===== config.mk =====
export PLATFORM = sky130hd
export DESIGN_NAME = memctrl
export DESIGN_NICKNAME = d
export VERILOG_FILES = /design/src/rtl/memctrl.sv
export SDC_FILE = /design/constraint.sdc
export NUM_CORES = 1
export LEC_CHECK = 0
export CORE_MARGIN = 3
export CORE_UTILIZATION = 51
export CTS_CLUSTER_SIZE = 30
export DETAILED_ROUTE_END_ITERATION = 7
export HOLD_SLACK_MARGIN = 0.15
export PLACE_DENSITY = 0.81
export SYNTH_ARGS = -nofsm -noshare
export SYNTH_HDL_FRONTEND = slang
export SYNTH_SLANG_ARGS = --single-unit

===== constraint.sdc =====
create_clock -name clk -period 5.7 [get_ports clk]
set_input_delay 0.57 -clock clk [delete_from_list [all_inputs] [get_ports clk]]
set_output_delay 0.57 -clock clk [all_outputs]
set_load 0.02 [all_outputs]

===== src/rtl/memctrl.sv =====
// memctrl: dcache/icache responder serializing requests onto a byte-wide RAM/IO bus.
// Dcache requests win arbitration; each request ends with a one-cycle done pulse.
module memctrl (
  input  logic        clk,
  input  logic        rst,
  input  logic        rdy,
  input  logic        iDC_en,
  input  logic        iDC_ls,
  input  logic [31:0] iDC_pc,
  input  logic [31:0] iDC_dt,
  input  logic [2:0]  iDC_len,
  output logic        oDC_done,
  output logic [31:0] oDC_dt,
  input  logic        iIC_en,
  input  logic [31:0] iIC_pc,
  output logic        oIC_done,
  output logic [31:0] oIC_dt,
  input  logic [7:0]  mem_din,
  output logic [7:0]  mem_dout,
  output logic [31:0] mem_a,
  output logic        mem_wr,
  input  logic        io_buffer_full
);

  typedef enum logic [1:0] {
    S_IDLE,
    S_READ,
    S_WRITE,
    S_IOWAIT
  } state_t;

  state_t state_q, state_d;

  logic [2:0]  cnt_q, cnt_d;
  logic        cur_ic_q, cur_ic_d;
  logic [31:0] cur_pc_q, cur_pc_d;
  logic [2:0]  cur_n_q, cur_n_d;
  logic [31:0] buf_q, buf_d;

  logic        pend_v_q, pend_v_d;
  logic        pend_ls_q, pend_ls_d;
  logic [31:0] pend_pc_q, pend_pc_d;
  logic [31:0] pend_dt_q, pend_dt_d;
  logic [2:0]  pend_n_q, pend_n_d;

  logic        dc_done_q, dc_done_d;
  logic [31:0] dc_dt_q, dc_dt_d;
  logic        ic_done_q, ic_done_d;
  logic [31:0] ic_dt_q, ic_dt_d;

  logic        req_ls;
  logic [31:0] req_pc;
  logic [2:0]  req_n;
  logic [2:0]  in_n;
  logic [2:0]  a_idx;
  logic [31:0] byte_a;
  logic        stall;
  logic [31:0] rd_buf;
  logic [31:0] dt_sh;

  assign oDC_done = dc_done_q;
  assign oDC_dt   = dc_dt_q;
  assign oIC_done = ic_done_q;
  assign oIC_dt   = ic_dt_q;

  // Byte index on the bus; a frozen read re-issues the byte still owed
  // so that mem_din is correct again when rdy returns.
  always_comb begin
    in_n = (iDC_len == 3'd1) ? 3'd1 :
           (iDC_len == 3'd2) ? 3'd2 : 3'd4;
    a_idx = cnt_q;
    if (state_q == S_READ && !rdy && cnt_q != 3'd0)
      a_idx = cnt_q - 3'd1;
    byte_a = cur_pc_q + {29'b0, a_idx};
    stall  = (byte_a[17:16] == 2'b11) && io_buffer_full;
    dt_sh  = pend_dt_q >> {cnt_q[1:0], 3'b000};
    rd_buf = buf_q;
    for (int i = 0; i < 4; i++)
      if (cnt_q == 3'(i + 1))
        rd_buf[8*i +: 8] = mem_din;
  end

  // State register
  always_ff @(posedge clk) begin
    if (rst)
      state_q <= S_IDLE;
    else if (rdy)
      state_q <= state_d;
  end

  // Datapath registers
  always_ff @(posedge clk) begin
    if (rst) begin
      cnt_q     <= '0;
      cur_ic_q  <= 1'b0;
      cur_pc_q  <= '0;
      cur_n_q   <= '0;
      buf_q     <= '0;
      pend_v_q  <= 1'b0;
      pend_ls_q <= 1'b0;
      pend_pc_q <= '0;
      pend_dt_q <= '0;
      pend_n_q  <= '0;
      dc_done_q <= 1'b0;
      dc_dt_q   <= '0;
      ic_done_q <= 1'b0;
      ic_dt_q   <= '0;
    end else if (rdy) begin
      cnt_q     <= cnt_d;
      cur_ic_q  <= cur_ic_d;
      cur_pc_q  <= cur_pc_d;
      cur_n_q   <= cur_n_d;
      buf_q     <= buf_d;
      pend_v_q  <= pend_v_d;
      pend_ls_q <= pend_ls_d;
      pend_pc_q <= pend_pc_d;
      pend_dt_q <= pend_dt_d;
      pend_n_q  <= pend_n_d;
      dc_done_q <= dc_done_d;
      dc_dt_q   <= dc_dt_d;
      ic_done_q <= ic_done_d;
      ic_dt_q   <= ic_dt_d;
    end
  end

  // Next state: capture, arbitration, byte sequencing, completion
  always_comb begin
    state_d   = state_q;
    cnt_d     = cnt_q;
    cur_ic_d  = cur_ic_q;
    cur_pc_d  = cur_pc_q;
    cur_n_d   = cur_n_q;
    buf_d     = buf_q;
    pend_v_d  = pend_v_q;
    pend_ls_d = pend_ls_q;
    pend_pc_d = pend_pc_q;
    pend_dt_d = pend_dt_q;
    pend_n_d  = pend_n_q;
    dc_done_d = 1'b0;
    dc_dt_d   = dc_dt_q;
    ic_done_d = 1'b0;
    ic_dt_d   = ic_dt_q;

    req_ls = pend_v_q ? pend_ls_q : iDC_ls;
    req_pc = pend_v_q ? pend_pc_q : iDC_pc;
    req_n  = pend_v_q ? pend_n_q  : in_n;

    if (iDC_en && !pend_v_q) begin
      pend_v_d  = 1'b1;
      pend_ls_d = iDC_ls;
      pend_pc_d = iDC_pc;
      pend_dt_d = iDC_dt;
      pend_n_d  = in_n;
    end

    unique case (state_q)
      S_IDLE: begin
        if (pend_v_q || iDC_en) begin
          cur_ic_d = 1'b0;
          cur_pc_d = req_pc;
          cur_n_d  = req_n;
          cnt_d    = '0;
          buf_d    = '0;
          state_d  = req_ls ? S_WRITE : S_READ;
        end else if (iIC_en && !ic_done_q) begin
          cur_ic_d = 1'b1;
          cur_pc_d = iIC_pc;
          cur_n_d  = 3'd4;
          cnt_d    = '0;
          buf_d    = '0;
          state_d  = S_READ;
        end
      end
      S_READ: begin
        buf_d = rd_buf;
        cnt_d = cnt_q + 3'd1;
        if (cnt_q == cur_n_q) begin
          state_d = S_IDLE;
          if (cur_ic_q) begin
            ic_done_d = 1'b1;
            ic_dt_d   = rd_buf;
          end else begin
            dc_done_d = 1'b1;
            dc_dt_d   = rd_buf;
            pend_v_d  = 1'b0;
          end
        end
      end
      S_WRITE, S_IOWAIT: begin
        if (stall) begin
          state_d = S_IOWAIT;
        end else begin
          cnt_d = cnt_q + 3'd1;
          state_d = S_WRITE;
          if (cnt_q == cur_n_q - 3'd1) begin
            state_d   = S_IDLE;
            dc_done_d = 1'b1;
            dc_dt_d   = '0;
            pend_v_d  = 1'b0;
          end
        end
      end
      default: state_d = S_IDLE;
    endcase
  end

  // Bus outputs
  always_comb begin
    mem_a    = '0;
    mem_dout = '0;
    mem_wr   = 1'b0;
    unique case (state_q)
      S_READ: begin
        if (a_idx < cur_n_q)
          mem_a = byte_a;
      end
      S_WRITE, S_IOWAIT: begin
        mem_a = byte_a;
        if (!stall && rdy) begin
          mem_wr   = 1'b1;
          mem_dout = dt_sh[7:0];
        end
      end
      default: ;
    endcase
  end

endmodule


Word level (Yosys, flattened, before mapping)
Index checks and enable logic that the tools add are counted.
- bits in registers: 208
- word-level logic and storage cells: 117
- add/sub/neg operators: 4
- $lt $le $gt $ge: 1
- equality and inequality tests: 17
- shifts and indexed selects: 1
- muxes and demuxes: 55
- reduce and logical (&&, ||, !) cells: 24
- operators with widths (operator ; number):
    two-way mux 32 bit ; 10
    one-hot mux 32 bit (2 select lines) ; 3
    two-way mux 8 bit ; 6
    adder 32 x 3 -> 32 bit ; 1
    >> shifter 32 x 5 -> 8 bit ; 1
    two-way mux 3 bit ; 9
    two-way mux 1 bit ; 17
    two-way mux 2 bit ; 6
    AND reduction 3 bit ; 4
    equality test 3 x 2 -> 1 bit, second input constant ; 3
    one-hot mux 3 bit (3 select lines) ; 1
    equality test 2 bit, second input constant ; 3
    equality test 3 x 1 -> 1 bit, second input constant ; 2
    equality test 3 bit ; 2
    logical AND 1 bit ; 6
    != test 2 bit, second input constant ; 3
    one-hot mux 2 bit (3 select lines) ; 1
    AND reduction 6 bit ; 1
    nonzero test 2 bit ; 3
    subtractor 3 x 1 -> 3 bit, second input constant ; 2
    logical NOT 1 bit ; 4
    one-hot mux 1 bit (2 select lines) ; 2
    AND reduction 4 bit ; 1
    adder 3 x 1 -> 3 bit, second input constant ; 1
    10 further kinds ; 10

Logic depth before layout (Yosys ltp)
- word-level depth: 11
- depth in mapped cells: 16

Least setup slack after synthesis
Ideal clock, no wire load.
- path type: reg2out
- start: register cnt_q[0]
- end: output port mem_dout[0]
- arrival: 3.809 ns
- data required time: 5.130 ns
- setup slack: 1.321 ns
- cell stages (with the launch flop): 16
- buffers on the path: 2
- path through: dfxtp_1 -> buf_1 -> inv_1 -> ha_1 -> nor2b_1 -> nor3_1 -> nand2_1 -> o21ai_0 -> ha_1 -> a21oi_1 -> o21ai_4 -> and3_4 -> o221ai_4 -> and3_1 -> buf_2 -> and2_1
- cells in the longest elaborated chain, start to end: 10
- ends and longest elaborated chain (what ; RTL line ; source):
    from (decl) ; 34 ; logic [2:0] cnt_q, cnt_d;
    from (signal assigned) ; 109 ; cnt_q <= cnt_d;
    parallel branches: the longest is 8 deep, another holds adder 32 x 3 -> 32 bit ; n/a ;
    two-way mux 8 bit * ; 219 ; if (!stall && rdy) begin
    two-way mux 8 bit * ; 212 ; unique case (state_q)
    to (decl) ; 19 ; output logic [7:0] mem_dout,
Every way passes the cells marked *.

Final worst setup path
- start: register state_q[0]
- end: output port mem_dout[4]
- cells in the longest elaborated chain, start to end: 11
- ends and longest elaborated chain (what ; RTL line ; source):
    from (decl) ; 32 ; state_t state_q, state_d;
    from (signal assigned) ; 88 ; state_q <= state_d;
    equality test 2 x 1 -> 1 bit ; 72 ; if (state_q == S_READ && !rdy && cnt_q != 3'd0)
    logical AND 1 bit (2 in series) ; 72 ;
    two-way mux 3 bit ; 72 ;
    adder 32 x 3 -> 32 bit ; 74 ; byte_a = cur_pc_q + {29'b0, a_idx};
    equality test 2 bit ; 75 ; stall = (byte_a[17:16] == 2'b11) && io_buffer_full;
    logical AND 1 bit ; 75 ;
    logical NOT 1 bit ; 219 ;
    logical AND 1 bit ; 219 ;
    two-way mux 8 bit ; 219 ;
    two-way mux 8 bit * ; 212 ;
Every way passes the cells marked *; elsewhere a longest branch is shown, timed or not.

==> results.sh <==
export IMPL_grt_pass1_vias=8553
export IMPL_post_route_drc_count=0
export IMPL_synth_area_sq_um=9790
export IMPL_die_area_sq_um=20900
export IMPL_critPathMaxFanout=18
export IMPL_ys_types=63
export IMPL_synthTopCellsByArea="dfxtp_1 43%, nand2_1 9.6%, mux2i_1 6.5%"
export IMPL_fin_crit_sh=0.931
export IMPL_rr_worst_depth=15
export IMPL_cellPowerDensity_nw_per_um2=269
export IMPL_synth_edf_count=0
export IMPL_min_path_cells=2
export IMPL_layout_drive_gt1_share=0.0844
export IMPL_path_class="reg2out"
export IMPL_cts_buffers=22
export IMPL_synthFlopType="dfxtp_1"
export IMPL_die_x_um=145
export IMPL_clk_pin_slew_ns=0.06
export IMPL_rsz0062_at_grt="false"
export IMPL_min_from="pend_dt_q[1]"
export IMPL_viasPerCell=5.56
export IMPL_fin_tns_setup_ns=0
export IMPL_clockBufferDepth=3
export IMPL_run_status="completed"
export IMPL_skew_ns=0.0121
export IMPL_drtIter0Drc=630
export IMPL_synth_top_cell_area_share=0.425
export IMPL_power_leakage_uw=0.00435
export IMPL_reg2reg_to="oDC_dt[30]"
export IMPL_drv_cap=0
export IMPL_cp_arrival_ns=4.74
export IMPL_period_needed_ns=5.31
export IMPL_ys_warn_count=0
export IMPL_place_gp_congestion=0.882
export IMPL_cp_slowest_cell="dfxtp_1"
export IMPL_port_buffers=220
export IMPL_antenna_found_initial=0
export IMPL_grt_max_degree=96
export IMPL_clock_sinks=208
export IMPL_hp_class="reg2reg"
export IMPL_postCtsHoldBufs=0
export IMPL_cp_required_ns=5.13
export IMPL_setup_viol_count_final=0
export IMPL_p_total_uw=3420
export IMPL_fmax_mhz=188
export IMPL_max_slew_margin=0.301
export IMPL_rr_startpoint="cnt_q[0]"
export IMPL_nNetsFinal=1439
export IMPL_max_slew_worst_pin_slew_ns=1.05
export IMPL_fillers=1500
export IMPL_dr_pass1_iters=5
export IMPL_cts_tree="built"
export IMPL_synth_seq_cells=208
export IMPL_yosys_area_top_type="dfxtp_1"
export IMPL_synth_cells=1147
export IMPL_slew_violations=0
export IMPL_die_h_um=145
export IMPL_ys_seq_area_frac=0.425
export IMPL_diodes=0
export IMPL_ir_drop_v=0.000194
export IMPL_vias=8684
export IMPL_antenna_left=0
export IMPL_clockRootBuffer="clkbuf_16"
export IMPL_worstPathCellList="or3b_1, or3_1, nand2_1, ha_1, fa_1, a21o_1, nand4b_2, o21a_1, o221ai_4, and3_1, and2_1, clkdlybuf4s50_1"
export IMPL_syn_area_per_cell_sq_um=8.54
export IMPL_row_count=50
export IMPL_grt_overflow=0
export IMPL_wl_um=26400
export IMPL_syn_num_nets=1274
export IMPL_cp_start_kind="register"
export IMPL_setup_worst_path_end_class="output port"
export IMPL_rrSetupSlack_ns=1.76
export IMPL_io_pins=221
export IMPL_critical_path_max_stage_delay_ns=0.75
export IMPL_hpwl_um=17900
export IMPL_initial_utilization=0.522
export IMPL_grt_pass1_wl_um=42300
export IMPL_min_to="pend_dt_q[1]"
export IMPL_area_delta_synth_final_pct=29.8
export IMPL_core_sq_um=18800
export IMPL_htreeDepth=1
export IMPL_hold_violations=0
export IMPL_clk_latency_ns=0.51
export IMPL_synthArstFlopShare=0
export IMPL_drt_wirelength_per_cell_um=16.9
export IMPL_track_usage=0.246
[worst max path at each step]
stage | endpoint | startpoint | cells past startpoint | slack [ns]
global route | mem_dout[6] | cnt_q[0] | 15 | 0.03
detailed placement | mem_dout[1] | rdy | 13 | 0.53
floorplan | mem_dout[0] | cnt_q[0] | 15 | 1.32
CTS | mem_dout[1] | cnt_q[0] | 15 | 0.26
finish | mem_dout[4] | state_q[0] | 12 | 0.39
global placement | mem_dout[5] | rdy | 13 | 0.63
[layout make-up]
type / instances / area [sq um] / area share
clock buffers: 33 / 662 / 0.0520
repair buffers: 231 / 2280 / 0.179
flip-flops and latches: 208 / 4170 / 0.328
multi-input cells: 831 / 5180 / 0.407
inverters: 18 / 67.6 / 0.00531
clock inverters: 6 / 72.6 / 0.00571
well taps: 234 / 293 / 0.0230
[Yosys cell counts, types with 11 or more instances]
cell	n
buf_1	11
dfxtp_1	208
nand2_1	251
xor2_1	12
inv_1	17
o2bb2ai_2	30
nor2_1	115
mux2i_1	64
a22oi_1	33
clkbuf_1	52
ha_1	12
xnor2_1	21
a211oi_1	37
nor3_1	11
a21oi_1	109
o21ai_0	37
[flip-flops by register name (all words and copies together), names as in the netlist]
register / count
cnt_q: 3
pend_dt_q: 32
pend_pc_q: 32
pend_n_q: 3
state_q: 2
cur_pc_q: 32
cur_n_q: 3
buf_q: 32
oDC_dt: 32
oIC_dt: 32
oDC_done: 1
cur_ic_q: 1
pend_v_q: 1
oIC_done: 1
pend_ls_q: 1
[placed cells by master (no fill, tap or decap), types with 3 or more instances in the layout]
cell,instances
nor2b_1,8
o21ai_0,36
a21o_1,5
nor3_1,10
inv_1,17
nand2b_1,5
and2_1,9
mux2i_1,64
xor2_1,12
nor3_2,7
o2bb2ai_2,30
a22oi_1,33
nor2_1,114
buf_4,11
nand4_1,3
xnor2_1,21
and3_1,6
a21oi_1,109
ha_1,12
clkdlybuf4s50_1,218
a211oi_1,37
clkbuf_1,4
clkbuf_8,7
nand2_1,251
dfxtp_1,207
nand3_1,10
clkbuf_16,22
mux4_2,8
[report_power, final]
part	internal [uW]	switching (uW)	total, uW
Sequential	1500	44.0	1550
Combinational	187	244	431
Clock	850	588	1440
[timing repair]
item | in CTS | in global routing
buffers inserted | 0 | 0
setup endpoints to repair | 0 | 9
gates resized for setup | 0 | 1
[logic make-up after synthesis]
logic type | share of synthesized area
multiplexers | 0.0838
AO/OA/AOI/OAI | 0.199
buffers and inverters | 0.0487
AND/OR/NAND/NOR | 0.195
adder cells (fa/ha/maj) | 0.0174
flip-flops | 0.425
XOR/XNOR | 0.0312
[layer usage]
metal  wire length, um  vias up  GRT usage
met3              1860       43     0.0466
met1             12000     4093      0.337
met5                 0        -          0
met2             12100      272      0.401
met4               484        0     0.0643
li1                  -     4276          -
[worst max-delay path, delay by kind of cell (launching register included)]
kind                       cells  cell delay [ns]
and+or+nand+nor                6             1.71
AOI/OAI and AO/OA              3             0.77
buffers and inverters          1             0.60
DFF                            1             0.75
adders and majority gates      2             0.41
[stage by stage]
| stage | utilization | cell area (sq um) | setup slack [ns] | hold WS (ns) | instances |
|---|---|---|---|---|---|
| after floorplan | - | 9790 | 1.32 | 0.433 | 1147 |
| after global placement | 0.638 | 12000 | 0.634 | 0.439 | 1522 |
| after detailed placement | 0.638 | 12000 | 0.528 | 0.446 | 1522 |
| after CTS | 0.678 | 12700 | 0.255 | 0.456 | 1561 |
| after global routing | 0.678 | 12700 | 0.0305 | 0.470 | 1561 |
| final | 0.678 | 12700 | 0.392 | 0.453 | 1561 |
No activity file was read; power rests on OpenSTA's default activity.
